File: src/rtl/ps2_kbd_rx_pkg.sv
// ps2_kbd_rx_pkg: shared frame states, scan-code prefixes and the discard set
package ps2_kbd_rx_pkg;
  typedef enum logic [1:0] {IDLE, DATA, PARITY, STOP} frame_state_t;
  localparam logic [7:0] PS2_E0 = 8'hE0;
  localparam logic [7:0] PS2_E1 = 8'hE1;
  localparam logic [7:0] PS2_F0 = 8'hF0;
  localparam logic [7:0] PS2_DISCARD [6] = '{8'hFA, 8'hAA, 8'hEE, 8'hFE, 8'h00, 8'hFF};
  function automatic logic is_discard(input logic [7:0] b);
    is_discard = 1'b0;
    for (int i = 0; i < 6; i++) if (b == PS2_DISCARD[i]) is_discard = 1'b1;
  endfunction
endpackage

File: src/rtl/ps2_frame_rx.sv
// ps2_frame_rx: synchronizes and filters the PS/2 lines and deframes 11-bit frames into bytes
module ps2_frame_rx
  import ps2_kbd_rx_pkg::*;
#(
  parameter int FILTER  = 8,
  parameter int TIMEOUT = 6400
) (
  input  logic       clock,
  input  logic       reset,
  input  logic [1:0] ps2,
  output logic [7:0] rx_byte,
  output logic       rx_valid,
  output logic       perr,
  output logic       tout
);
  localparam int FW = $clog2(FILTER + 1);
  localparam int TW = $clog2(TIMEOUT + 1);
  localparam logic [FW-1:0] FMAX = FW'(FILTER - 1);
  localparam logic [TW-1:0] TMAX = TW'(TIMEOUT - 1);
  logic [1:0] s1, s2;
  logic fclk, fe, din, hit, ok, par;
  logic [FW-1:0] fcnt;
  logic [TW-1:0] tcnt;
  logic [2:0] bcnt;
  frame_state_t state, state_nxt;
  assign din  = s2[1];
  assign fe   = fclk && !s2[0] && fcnt == FMAX;
  assign hit  = state != IDLE && tcnt == TMAX && !fe;
  assign tout = hit;
  // odd parity: data plus parity bit must carry an odd number of ones
  assign ok   = din && ^{rx_byte, par};
  always_comb begin
    state_nxt = state;
    if (hit) state_nxt = IDLE;
    else if (fe)
      unique case (state)
        IDLE:    state_nxt = din ? IDLE : DATA;
        DATA:    state_nxt = bcnt == 3'd7 ? PARITY : DATA;
        PARITY:  state_nxt = STOP;
        default: state_nxt = IDLE;
      endcase
  end
  always_ff @(posedge clock or negedge reset) begin
    if (!reset) begin
      s1       <= 2'b11;
      s2       <= 2'b11;
      fclk     <= 1'b1;
      fcnt     <= '0;
      tcnt     <= '0;
      bcnt     <= '0;
      par      <= 1'b0;
      rx_byte  <= '0;
      rx_valid <= 1'b0;
      perr     <= 1'b0;
      state    <= IDLE;
    end else begin
      s1       <= ps2;
      s2       <= s1;
      fcnt     <= (s2[0] == fclk || fcnt == FMAX) ? '0 : fcnt + 1'b1;
      fclk     <= (s2[0] != fclk && fcnt == FMAX) ? s2[0] : fclk;
      tcnt     <= (fe || state == IDLE) ? '0 : tcnt + 1'b1;
      bcnt     <= state == DATA ? bcnt + 3'(fe) : '0;
      par      <= (fe && state == PARITY) ? din : par;
      rx_byte  <= (fe && state == DATA) ? {din, rx_byte[7:1]} : rx_byte;
      rx_valid <= fe && state == STOP && ok;
      perr     <= fe && ((state == IDLE && din) || (state == STOP && !ok));
      state    <= state_nxt;
    end
  end
endmodule

File: src/rtl/ps2_kbd_rx.sv
// ps2_kbd_rx: PS/2 keyboard receiver with set-2 prefix decoding into key events
module ps2_kbd_rx
  import ps2_kbd_rx_pkg::*;
#(
  parameter int FILTER  = 8,
  parameter int TIMEOUT = 6400,
  parameter int SKIP_E1 = 7
) (
  input  logic       clock,
  input  logic       reset,
  input  logic [1:0] ps2,
  output logic       strb,
  output logic       make,
  output logic       ext,
  output logic [7:0] code,
  output logic       perr,
  output logic       tout
);
  localparam int SW = $clog2(SKIP_E1 + 1);
  logic [7:0] rx_byte;
  logic rx_valid, ext_p, brk_p;
  logic [SW-1:0] skip;
  ps2_frame_rx #(.FILTER(FILTER), .TIMEOUT(TIMEOUT)) u_rx (
    .clock(clock), .reset(reset), .ps2(ps2),
    .rx_byte(rx_byte), .rx_valid(rx_valid), .perr(perr), .tout(tout)
  );
  always_ff @(posedge clock or negedge reset) begin
    if (!reset) begin
      strb  <= 1'b0;
      make  <= 1'b0;
      ext   <= 1'b0;
      code  <= '0;
      ext_p <= 1'b0;
      brk_p <= 1'b0;
      skip  <= '0;
    end else begin
      strb <= 1'b0;
      if (perr || tout) begin
        ext_p <= 1'b0;
        brk_p <= 1'b0;
      end else if (rx_valid) begin
        // Pause sends a fixed-length tail that must not look like key events
        if (skip != '0) skip <= skip - 1'b1;
        else if (rx_byte == PS2_E1) skip <= SW'(SKIP_E1);
        else if (rx_byte == PS2_E0) ext_p <= 1'b1;
        else if (rx_byte == PS2_F0) brk_p <= 1'b1;
        else if (!is_discard(rx_byte)) begin
          code  <= rx_byte;
          make  <= !brk_p;
          ext   <= ext_p;
          strb  <= 1'b1;
          ext_p <= 1'b0;
          brk_p <= 1'b0;
        end
      end
    end
  end
endmodule
File: config.mk
export PLATFORM = sky130hd
export DESIGN_NAME = ps2_kbd_rx
export DESIGN_NICKNAME = d
export VERILOG_FILES = /design/src/rtl/ps2_kbd_rx_pkg.sv /design/src/rtl/ps2_frame_rx.sv /design/src/rtl/ps2_kbd_rx.sv
export SDC_FILE = /design/constraint.sdc
export NUM_CORES = 1
export LEC_CHECK = 0
export CORE_MARGIN = 1
export CORE_UTILIZATION = 45
export CTS_CLUSTER_SIZE = 20
export DETAILED_ROUTE_END_ITERATION = 12
export PLACE_DENSITY_LB_ADDON = 0.05
export SLEW_MARGIN = 10
export SYNTH_ARGS = -nofsm -noshare
export SYNTH_HDL_FRONTEND = slang
export SYNTH_SLANG_ARGS = --single-unit
File: constraint.sdc
create_clock -name clock -period 2.8 [get_ports clock]
set_input_delay 0.42 -clock clock [delete_from_list [all_inputs] [get_ports clock]]
set_output_delay 0.42 -clock clock [all_outputs]
set_load 0.03 [all_outputs]
# After elaboration in Yosys (flattened, before gate mapping)
# Index checks and enable logic that the tools add are counted.
dict set report totals {
  ff_bits 54
  inputBits 4
  output_inout_bits 13
  elab_cells 125
}
dict set report classes {
  n_addsub 4
  eq_ne 22
  muxes 42
  n_bitwise 6
  n_reduce_logical 33
}
# op count
set op_table {}
lappend op_table {{$eq 8x8->1 const B} 8}
lappend op_table {{$mux 1} 33}
lappend op_table {{$add 13x1->13 const B} 1}
lappend op_table {{$eq 13x13->1 const B} 1}
lappend op_table {{$logic_and 1x1->1} 13}
lappend op_table {{$mux 13} 1}
lappend op_table {{$reduce_and 5->1} 2}
lappend op_table {{$mux 3} 3}
lappend op_table {{$ne 3x3->1 const B} 3}
lappend op_table {{$reduce_xor 9->1} 1}
lappend op_table {{$logic_not 8->1} 1}
lappend op_table {{$reduce_bool 2->1} 4}
lappend op_table {{$reduce_and 7->1} 1}
lappend op_table {{$mux 2} 3}
lappend op_table {{$ne 2x2->1 const B} 3}
lappend op_table {{$not 1->1} 6}
lappend op_table {{$pmux 2 s3} 1}
lappend op_table {{$add 4x1->4 const B} 1}
lappend op_table {{$eq 2x2->1 const B} 2}
lappend op_table {{$eq 4x3->1 const B} 1}
lappend op_table {{$logic_not 1->1} 4}
lappend op_table {{$logic_or 1x1->1} 4}
lappend op_table {{$mux 4} 1}
lappend op_table {{$add 3x1->3} 1}
lappend op_table {{8 further kinds} 8}

# Logic depth before layout (Yosys ltp)
# Gate-level depths: netlist of the first run.
dict set report logic_depth {
  depth_word 20
  ltp_mapped 9
}

# Cells and area by module
# From an unflattened synthesis of the first run, not the netlist that was laid out.
dict set report unflattened {
  cells_unflattened 225
  area_unflattened_um2 2595.0
}
# mod instances cells_each area_per_inst_um2
set modules_own_cells {}
lappend modules_own_cells {ps2_frame_rx 1 155 1754.2}
lappend modules_own_cells {ps2_kbd_rx 1 70 840.8}

# Worst setup path after synthesis of the first run
# No wires, ideal clock.
dict set report synth_timing {
  path_type {reg-to-reg}
  from {register u_rx.fcnt[0]}
  to {register code[1]}
  setup_time_ps 125
  arrival_time_ps 1868
  required_time_ps 2675
  slack_ps 807
  path_stages_with_launch 8
  path_buffers 1
  path_cell_list {dfrtp_1 -> ha_1 -> and3b_1 -> nand2_2 -> a41o_2 -> nor3_2 -> buf_6 -> mux2_4}
}
dict set report synth_via {
  elab_chain_len 7
}
# item line
set synth_lines {}
lappend synth_lines {{start, declared} ps2_frame_rx.sv:22} ;# logic [FW-1:0] fcnt;
lappend synth_lines {{start signal, assigned} ps2_frame_rx.sv:59} ;# fcnt <= (s2[0] == fclk || fcnt == FMAX) ? '0 : fcnt + 1'b1;
lappend synth_lines {{$eq 4x3->1} ps2_frame_rx.sv:27} ;# assign fe = fclk && !s2[0] && fcnt == FMAX;
lappend synth_lines {{$logic_and 1x1->1} ps2_frame_rx.sv:27}
lappend synth_lines {{$logic_not 1->1} ps2_frame_rx.sv:28} ;# assign hit = state != IDLE && tcnt == TMAX && !fe;
lappend synth_lines {{$logic_and 1x1->1} ps2_frame_rx.sv:28}
lappend synth_lines {{$logic_or 1x1->1} ps2_kbd_rx.sv:38} ;# if (perr || tout) begin
lappend synth_lines {{$not 1->1 (no line)} -}
lappend synth_lines {{$reduce_and 7->1 (no line)} -}
lappend synth_lines {{end signal, assigned} ps2_kbd_rx.sv:48} ;# code <= rx_byte;
lappend synth_lines {{end, declared} ps2_kbd_rx.sv:15} ;# output logic [7:0] code,
# No other way between the ends.
# A chain may end at the register's enable or synchronous reset.

# Worst setup path in the final report of the first run
dict set report layout_timing {
  from {register u_rx.fcnt[0]}
  to {register code[5]}
}
# The elaborated chain is that of the path after synthesis.

==> results of run 1 <==
==> worst paths after layout <==
kind | from | end | slack [ns] | cells after the start
max | u_rx.fcnt[0] | code[5] | 0.33 | 7
min | reset | u_rx.s2[0] | 0.05 | 1
max reg2reg | u_rx.fcnt[0] | code[5] | 0.33 | 7
min reg2reg | u_rx.s1[0] | u_rx.s2[0] | 0.36 | 0
max in group asynchronous | reset | u_rx.s2[1] | 2.37 | 2
min in group clock | u_rx.s1[0] | u_rx.s2[0] | 0.36 | 0
==> per-stage QoR <==
stage               hold WS, ns  std cells
floorplan                 0.124        211
global placement          0.347        297
detailed placement        0.347        297
CTS                      0.0426        305
global route             0.0460        305
finish                   0.0464        305
==> report_power, final <==
part,total [uW],internal (uW),switching (uW)
logic,59.9,26.9,33.0
registers,818,803,14.4
clock network,508,263,244
total,1390,1090,292
==> registers in the layout, summed over array words and instances, names as in the netlist, 2 cells and up <==
name,cells
skip,3
u_rx.bcnt,3
code,8
u_rx.s1,2
u_rx.rx_byte,8
u_rx.fcnt,4
u_rx.s2,2
u_rx.tcnt,13
u_rx.state,2
==> Yosys cell counts, drive strengths merged, types with 5 or more instances <==
master,instances,area [sq um]
inv,10,37.5
xnor2,11,96.3
dfrtp,49,1230
o21ai,6,33.8
and3,5,31.3
a21oi,7,38.8
nor2,26,97.6
nand3,14,70.1
xor2,8,70.1
dfstp,5,131
mux2,19,244
ha,7,87.6
nand2,8,32.5
==> metal layers <==
layer  part of all wire, %  routed length [microns]  vias to the layer above
li1                      -                        -                      774
met1                    47                     2060                      811
met2                    48                     2100                       23
met3                   2.7                      118                        8
met4                   1.4                       62                        0
met5                     0                        0                        -
==> layout make-up <==
| class | instances | share of cell area (%) |
|---|---|---|
| repair buffers | 21 | 6.86 |
| clock buffers | 5 | 2.42 |
| well taps | 70 | 3.08 |
| multi-input cells | 142 | 37.2 |
| flip-flops and latches | 54 | 47.7 |
| inverters | 10 | 1.32 |
| clock inverters | 3 | 1.41 |
==> worst max-delay path: cells and delay by family, from the launching register on <==
kind            cells  cell delay, ns
fa+ha+maj           1            0.23
buf+inv             1            0.28
simple gates        3            0.82
mux                 1            0.31
flops               1            0.39
compound gates      1            0.33
==> cell families after synthesis <==
kind of cell | count (synthesis) | synth area share [%]
adders and majority gates | 7 | 3.53
AOI/OAI and AO/OA | 22 | 5.90
xor gates and xnor gates | 20 | 7.62
DFF | 54 | 54.7
muxes | 22 | 11.0
and+or+nand+nor | 71 | 14.2
buffers and inverters | 15 | 2.93
==> flow_summary.json, run 1 <==
{
  "outcome": "complete, no violations",
  "maxSlewViolCount": 0,
  "cp_slowest_cell": "nor3_2",
  "grt-busiest-layer": "met2",
  "cellLeakagePower_uw": 0.00130,
  "initial_utilization_pct": 47.6,
  "drt_iter0_drc": 72,
  "crit_type": "reg2reg",
  "first_pass_iters": 4,
  "max_freq_mhz": 404,
  "core_area_sq_um": 5200,
  "cts_resized": 0,
  "worst_pin_slew_ns": 0.551,
  "syn_nets": 222,
  "drive_above_1_share_pct": 19.1,
  "grt_util_met3_pct": 3.71,
  "ys_ff_latch": 54,
  "fill_cells": 453,
  "ir_drop_uv": 276,
  "pre_cts_slack_ns": 0.343,
  "end_kind": "flop",
  "cp_data_required_time_ns": 2.99,
  "rows": 26,
  "die_w_microns": 76.2,
  "fin_ws_ns": 0.327,
  "tritoncts": "built",
  "use_met2_pct": 26.5,
  "ctsHoldBuffers": 0,
  "drcViolationCount": 0,
  "regArea_sq_um": 1360,
  "grt_overflow": 0,
  "viasPerCell": 5.30,
  "hold_violations": 0,
  "min_period_over_period_pct": 88.3,
  "n_antenna_cell": 0,
  "num_vias": 1616,
  "hpwl_microns": 3000,
  "drt-total-wl_microns": 4340,
  "grtUsageTotal_pct": 16.4,
  "final_common_cell": "dfrtp_1",
  "finalSetupTns_ns": 0,
  "ys_warn_count": 0,
  "cts_htree_levels": 2,
  "final_nets": 245,
  "worst_ep_arrival_time_ns": 2.67,
  "cts_num_sinks": 54,
  "die_area_sq_um": 5810,
  "final_design_area_no_fill_sq_um": 2850,
  "avgSynthCellArea_sq_um": 11.8,
  "cts.path.max_buffers": 2,
  "pin_count": 17,
  "p_per_area_nw_per_um2": 487,
  "gp_congestion": 0.829,
  "syn-instance-count": 211,
  "area_delta_synth_final_pct": 14.7,
  "io_buffers": 16,
  "final_util_pct": 54.7,
  "grt_pass1_wl_microns": 7590,
  "async_flop_share_pct": 100,
  "antenna_found_initial": 0,
  "max_cap_viol_count": 0,
  "clk_pin_slew_ns": 0.10,
  "critPathMaxFanout": 8,
  "slew_headroom_pct": 63.1,
  "ctsRootBufferMaster": "clkbuf_8",
  "yosysUniqueCellTypes": 39,
  "max_stage_delay_ns": 0.41,
  "yosysSeqAreaShare_pct": 54.7,
  "critPathLaunchType": "flop",
  "skew_ns": 0.00852,
  "grt_max_degree": 28,
  "finalSetupViolCount": 0,
  "synthFlopType": "dfrtp_1",
  "first_global_vias": 1634,
  "cts_made_buffers": 5,
  "die_h_microns": 76.2,
  "synth_edf_count": 0,
  "grt_setup_unrepaired": "false",
  "drt-wirelength-per-cell_microns": 14.2,
  "period_minus_slack_ns": 2.47,
  "layout_common_cells": "dfrtp_1 (49), nor2_1 (25), nand3_1 (14), clkdlybuf4s50_1 (14)",
  "worstHoldPathType": "in2async",
  "placed_cell_area_sq_um": 2730,
  "multi_input_area_sq_um": 1060,
  "use_met1_pct": 21.2,
  "clkLatencyLatePin_ns": 0.30,
  "synth_area_sq_um": 2480,
  "finalPower_uw": 1390,
  "postCtsSetupBuffers": 0,
  "cp_cell_sequence": "ha_1 > and3b_1 > nand2_2 > a41o_2 > nor3_2 > buf_4 > mux2_4",
  "drtAntennaViolNets": 0
}
Power figures use the tool's default switching activity.
==> run 2: changes to the inputs <==
--- a/config.mk
+++ b/config.mk
@@ -5,8 +5,10 @@
 export SDC_FILE = /design/constraint.sdc
 export NUM_CORES = 1
 export LEC_CHECK = 0
+export CELL_PAD_IN_SITES_DETAIL_PLACEMENT = 1
+export CELL_PAD_IN_SITES_GLOBAL_PLACEMENT = 2
 export CORE_MARGIN = 1
-export CORE_UTILIZATION = 45
+export CORE_UTILIZATION = 39
 export CTS_CLUSTER_SIZE = 20
 export DETAILED_ROUTE_END_ITERATION = 12
 export PLACE_DENSITY_LB_ADDON = 0.05
==> run 2 against run 1 <==
  * Flip-flop and latch count did not move
  * Via count about the same
  * Final area rose by 0.70%
  * Clock skew down 0.0044 ns
  * Combinational power grew 1%
  * Wire length grew 13%
  * Fmax about the same
  * Critical endpoint is now tout
  * Largest power group unchanged
==> flow_summary.json, run 2 (synthesized netlist as in run 1, its figures left out) <==
{
  "hold_violations": 0,
  "cts_htree_levels": 2,
  "ctsHoldBuffers": 0,
  "wirelength_met1_microns": 2400,
  "grt_pass1_wl_microns": 8530,
  "skew_ns": 0.00409,
  "initial_utilization_pct": 41.2,
  "cp_slowest_cell": "dfrtp_1",
  "crit_path_start": "u_rx.fcnt[0]",
  "pwr-share-clk_pct": 41.7,
  "cp_data_required_time_ns": 2.38,
  "rows": 28,
  "final_common_cell": "dfrtp_1",
  "clkLatencyLatePin_ns": 0.31,
  "die_w_microns": 81.7,
  "seqPwrFrac_pct": 54.2,
  "grtUsageTotal_pct": 16.9,
  "area_delta_synth_final_pct": 15.5,
  "drt-total-wl_microns": 4920,
  "p_int_uw": 1210,
  "top_layer_used": "met4",
  "switchingPower_uw": 301,
  "worst_ep_arrival_time_ns": 2.05,
  "swShare_pct": 19.9,
  "cts_num_sinks": 54,
  "hpwl_microns": 3540,
  "viasPerCell": 5.23,
  "maxSlewViolCount": 0,
  "wl_met3_microns": 137,
  "grt_setup_unrepaired": "false",
  "worstHoldPathType": "in2async",
  "rr_worst_depth": 7,
  "end_kind": "primary output",
  "fin_cells": 309,
  "worstReg2RegStart": "u_rx.fcnt[0]",
  "postCtsSetupBuffers": 0,
  "io_buffers": 16,
  "crit_type": "reg2out",
  "min_period_over_period_pct": 88.4,
  "n_antenna_cell": 0,
  "outcome": "complete, no violations",
  "reg2reg_slack_ns": 0.37,
  "ctsRootBufferMaster": "clkbuf_8",
  "drive_above_1_share_pct": 17.9,
  "slew_headroom_pct": 61.5,
  "die_area_sq_um": 6680,
  "ir_drop_uv": 298,
  "finalSetupTns_ns": 0,
  "grt_max_degree": 38,
  "tritoncts": "built",
  "drt-wirelength-per-cell_microns": 15.9,
  "antenna_found_initial": 0,
  "worst_pin_slew_ns": 0.573,
  "critPathMaxFanout": 8,
  "gp_congestion": 0.778,
  "cts.path.max_buffers": 2,
  "grt_overflow": 0,
  "cellLeakagePower_uw": 0.00130,
  "final_nets": 244,
  "max_stage_delay_ns": 0.41,
  "drt_iter0_drc": 60,
  "num_vias": 1617,
  "core_area_sq_um": 6030,
  "max_freq_mhz": 404,
  "pin_count": 17,
  "drcViolationCount": 0,
  "reg_top3": "u_rx.tcnt: 13 flops, code: 8 flops, u_rx.rx_byte: 8 flops",
  "first_pass_iters": 4,
  "period_minus_slack_ns": 2.47,
  "layout_common_cells": "dfrtp_1 (49), nor2_1 (26), nand3_1 (14), clkdlybuf4s50_1 (14)",
  "routed-wl-met2_microns": 2290,
  "fill_cells": 657,
  "dp_cells": 301,
  "r2r_end": "code[6]",
  "max_cap_viol_count": 0,
  "combPwrFrac_pct": 4.0,
  "die_h_microns": 81.7,
  "critPathLaunchType": "flop",
  "p_per_area_nw_per_um2": 527,
  "first_global_vias": 1743,
  "clk_pin_slew_ns": 0.09,
  "finalSetupViolCount": 0,
  "cp_cell_sequence": "ha_1 > and3b_1 > nand2_2 > inv_1 > nor2_1 > dlygate4sd2_1",
  "drtAntennaViolNets": 0,
  "regMostFlops": "u_rx.tcnt",
  "crit_path_end": "tout",
  "cts_made_buffers": 5,
  "largest_register_ffs": 13
}
-- run 2: cell count changes in the layout (fill, tap and decap cells not counted), sizes merged --
cell	delta
bufinv	+1
clkinv	-2
dlygate4sd2	+1
buf	-1
clkbuf	+1
dlymetal6s2s	-1
-- run 2: how the worst min path moves through the flow --
stage | startpoint | endpoint | slack (ns)
4_1_cts | reset | u_rx.tcnt[3] | 0.02
3_3_place_gp | u_rx.s1[0] | u_rx.s2[0] | 0.35
3_5_place_dp | u_rx.s1[0] | u_rx.s2[0] | 0.35
6_report | reset | u_rx.tcnt[9] | 0.03
2_1_floorplan | reset | brk_p | 0.12
5_1_grt | reset | u_rx.tcnt[9] | 0.05
-- run 2: per-layer routing --
metal	vias to the layer above	GRT usage [%]
met5	-	0
met4	0	6.84
met3	9	3.56
met2	19	27.4
met1	816	22.0
li1	773	-
-- run 2: stage by stage --
step / total power [uW] / utilization [%] / cell area (sq um) / hold WS (ns) / setup slack (ns)
final: 1510 / 47.5 / 2870 / 0.0271 / 0.325
after global routing: 1570 / 47.5 / 2870 / 0.0508 / 0.0946
after CTS: 1550 / 47.5 / 2870 / 0.0228 / 0.276
after detailed placement: 898 / 45.2 / 2720 / 0.348 / 0.358
after global placement: 885 / 45.2 / 2720 / 0.346 / 0.432
after floorplan: 862 / - / 2480 / 0.124 / 0.807
-- run 2: final cells by class --
type	count	area [sq um]	share of cell area, %
clock buffers	6	82.6	2.88
multi-input cells	142	1050	36.6
repair buffers	20	184	6.42
inverters	10	37.5	1.31
clock inverters	2	60.1	2.10
flip-flops and latches	54	1360	47.4
well taps	75	93.8	3.28
-- run 2: power groups by stage --
stage	registers, uW	logic [uW]	clock network, uW
after floorplan	829	32.6	0
after global placement	830	55.0	0
after detailed placement	835	62.8	0
after CTS	820	63.2	663
after global routing	822	71.1	676
final	819	60.7	630
-- run 2: worst max-delay path: cells and delay by family (launching register included) --
family | cells | cell delay, ns
adders and majority gates | 1 | 0.25
buffers and inverters | 2 | 0.54
DFF | 1 | 0.41
and+or+nand+nor | 3 | 0.54
-- run 2: timing repair --
action,CTS,global route
endpoints found under the hold margin,0,0
gates resized for setup,1,0
setup endpoints to repair,1,0
==> run 3: changes to the inputs <==
--- a/config.mk
+++ b/config.mk
@@ -7,10 +7,11 @@
 export LEC_CHECK = 0
 export CELL_PAD_IN_SITES_DETAIL_PLACEMENT = 1
 export CELL_PAD_IN_SITES_GLOBAL_PLACEMENT = 2
-export CORE_MARGIN = 1
+export CORE_MARGIN = 10
 export CORE_UTILIZATION = 39
 export CTS_CLUSTER_SIZE = 20
 export DETAILED_ROUTE_END_ITERATION = 12
+export GPL_ROUTABILITY_DRIVEN = 0
 export PLACE_DENSITY_LB_ADDON = 0.05
 export SLEW_MARGIN = 10
 export SYNTH_ARGS = -nofsm -noshare
==> run 3 against run 2 <==
  * Die area rose by 49%
  * Wire length fell by 0.55%
  * Flip-flop and latch count did not move
  * Sequential power barely moved
  * Critical path depth did not move
  * Hold slack improved by 0.21 ns
  * Largest power group unchanged
  * Highest routed layer unchanged
==> flow_summary.json, run 3 (synthesized netlist as in run 1, its figures left out) <==
{
  "outcome": "complete, no violations",
  "worstReg2RegStart": "u_rx.tcnt[0]",
  "n_antenna_cell": 0,
  "drt-total-wl_microns": 4890,
  "antenna_found_initial": 0,
  "rows": 28,
  "min_period_over_period_pct": 83.1,
  "drtAntennaViolNets": 0,
  "initial_utilization_pct": 40.9,
  "grt_pass1_wl_microns": 8650,
  "combPwrFrac_pct": 4.1,
  "hold_violations": 0,
  "viasPerCell": 5.25,
  "pwr-share-clk_pct": 37.9,
  "crit_type": "reg2out",
  "reg2reg_slack_ns": 0.57,
  "finalSetupTns_ns": 0,
  "switchingPower_uw": 309,
  "grt_setup_unrepaired": "false",
  "cts_num_sinks": 54,
  "num_vias": 1627,
  "cellLeakagePower_uw": 0.00131,
  "io_buffers": 16,
  "drcViolationCount": 0,
  "largest_register_ffs": 13,
  "grt_overflow": 0,
  "regMostFlops": "u_rx.tcnt",
  "maxSlewViolCount": 0,
  "reg_top3": "u_rx.tcnt: 13 flops, code: 8 flops, u_rx.rx_byte: 8 flops",
  "first_pass_iters": 4,
  "max_cap_viol_count": 0,
  "layout_common_cells": "dfrtp_1 (49), nor2_1 (26), nand3_1 (14), clkdlybuf4s50_1 (14)",
  "grt_max_degree": 55,
  "area_delta_synth_final_pct": 15.2,
  "p_int_uw": 1100,
  "ir_drop_uv": 267,
  "clkLatencyLatePin_ns": 0.31,
  "worstHoldPathType": "in2async",
  "critPathLaunchType": "flop",
  "critPathMaxFanout": 8,
  "skew_ns": 0.00926,
  "clk_pin_slew_ns": 0.10,
  "worst_pin_slew_ns": 0.686,
  "rr_worst_depth": 8,
  "die_h_microns": 99.7,
  "drt-wirelength-per-cell_microns": 15.8,
  "drt_iter0_drc": 64,
  "cts_htree_levels": 2,
  "final_common_cell": "dfrtp_1",
  "cp_data_required_time_ns": 2.38,
  "ctsRootBufferMaster": "clkbuf_8",
  "end_kind": "primary output",
  "max_freq_mhz": 430,
  "die_area_sq_um": 9950,
  "drive_above_1_share_pct": 18.7,
  "pin_count": 17,
  "finalSetupViolCount": 0,
  "final_nets": 245,
  "hpwl_microns": 3470,
  "swShare_pct": 21.9,
  "grtUsageTotal_pct": 10.5,
  "seqPwrFrac_pct": 58.1,
  "p_per_area_nw_per_um2": 493,
  "tritoncts": "built",
  "worst_ep_arrival_time_ns": 1.91,
  "first_global_vias": 1771,
  "cts_made_buffers": 5,
  "period_minus_slack_ns": 2.33,
  "r2r_end": "code[0]",
  "slew_headroom_pct": 54.2,
  "core_area_sq_um": 6060,
  "die_w_microns": 99.7,
  "ctsHoldBuffers": 0,
  "cts.path.max_buffers": 2,
  "finalPower_uw": 1410
}
## run 3: changes by cell type in the layout (fill, tap and decap cells not counted)
cell | before | now
dlymetal6s2s_1 | 0 | 1
bufinv_16 | 2 | 1
inv_6 | 0 | 1
clkbuf_8 | 6 | 5
buf_4 | 4 | 5
clkinv_4 | 0 | 1
nor4_2 | 0 | 1
dlygate4sd2_1 | 1 | 0
nor4_1 | 3 | 2
## run 3: cell type report
cell class                      instances  area (sq um)
Fill cell                             642          3200
Sequential cell                        54          1360
Multi-Input combinational cell        142          1060
Timing Repair Buffer                   21           195
Tap cell                               75          93.8
Clock buffer                            5          68.8
Clock inverter                          3          47.5
Inverter                               10          37.5
## run 3: metal layers
metal  up-vias  track usage [%]  routed length (microns)
met1       826             12.5                     2260
met4         0             3.31                       63
li1        780                -                        -
met2        16             17.0                     2350
met3         5             4.01                      220
met5         -                0                        0
## run 3: power groups by stage
| stage | registers [uW] | clock network [uW] | logic [uW] |
|---|---|---|---|
| finish | 818 | 533 | 57.1 |
| global route | 821 | 595 | 65.9 |
| CTS | 818 | 558 | 60.4 |
| detailed placement | 834 | 0 | 60.2 |
| global placement | 831 | 0 | 56.3 |
| floorplan | 829 | 0 | 32.6 |
## run 3: worst max-delay path by stage
stage          slack [ns]      end         start  cells past startpoint
3_3_place_gp         0.46     tout  u_rx.fcnt[0]                      6
5_1_grt              0.32     tout  u_rx.fcnt[0]                      6
3_5_place_dp         0.41     tout  u_rx.fcnt[0]                      6
2_1_floorplan        0.81  code[1]  u_rx.fcnt[0]                      7
4_1_cts              0.05     tout  u_rx.fcnt[0]                      6
6_report             0.47     tout  u_rx.fcnt[0]                      6
## run 3: through the flow
| step | setup WS [ns] | util (%) | cells | instance area (sq um) | hold WS, ns |
|---|---|---|---|---|---|
| after floorplan | 0.807 | - | 211 | 2480 | 0.124 |
| after detailed placement | 0.408 | 45.1 | 302 | 2730 | 0.349 |
| final | 0.472 | 47.1 | 310 | 2860 | 0.234 |
| after global routing | 0.322 | 47.1 | 310 | 2860 | 0.274 |
| after CTS | 0.0530 | 47.0 | 310 | 2850 | 0.254 |
| after global placement | 0.457 | 45.1 | 302 | 2730 | 0.346 |
## run 3: worst max-delay path: stages (launching register included)
cell	delay, ns
dfrtp_1	0.41
ha_1	0.24
and3b_1	0.24
nand2_2	0.17
inv_1	0.14
nor2_1	0.12
dlymetal6s2s_1	0.29
## run 3: what timing repair did
item                                    in CTS  in global routing
endpoints found under the setup margin       0                  1
gates resized for setup                      0                  2
buffers inserted                             0                  0
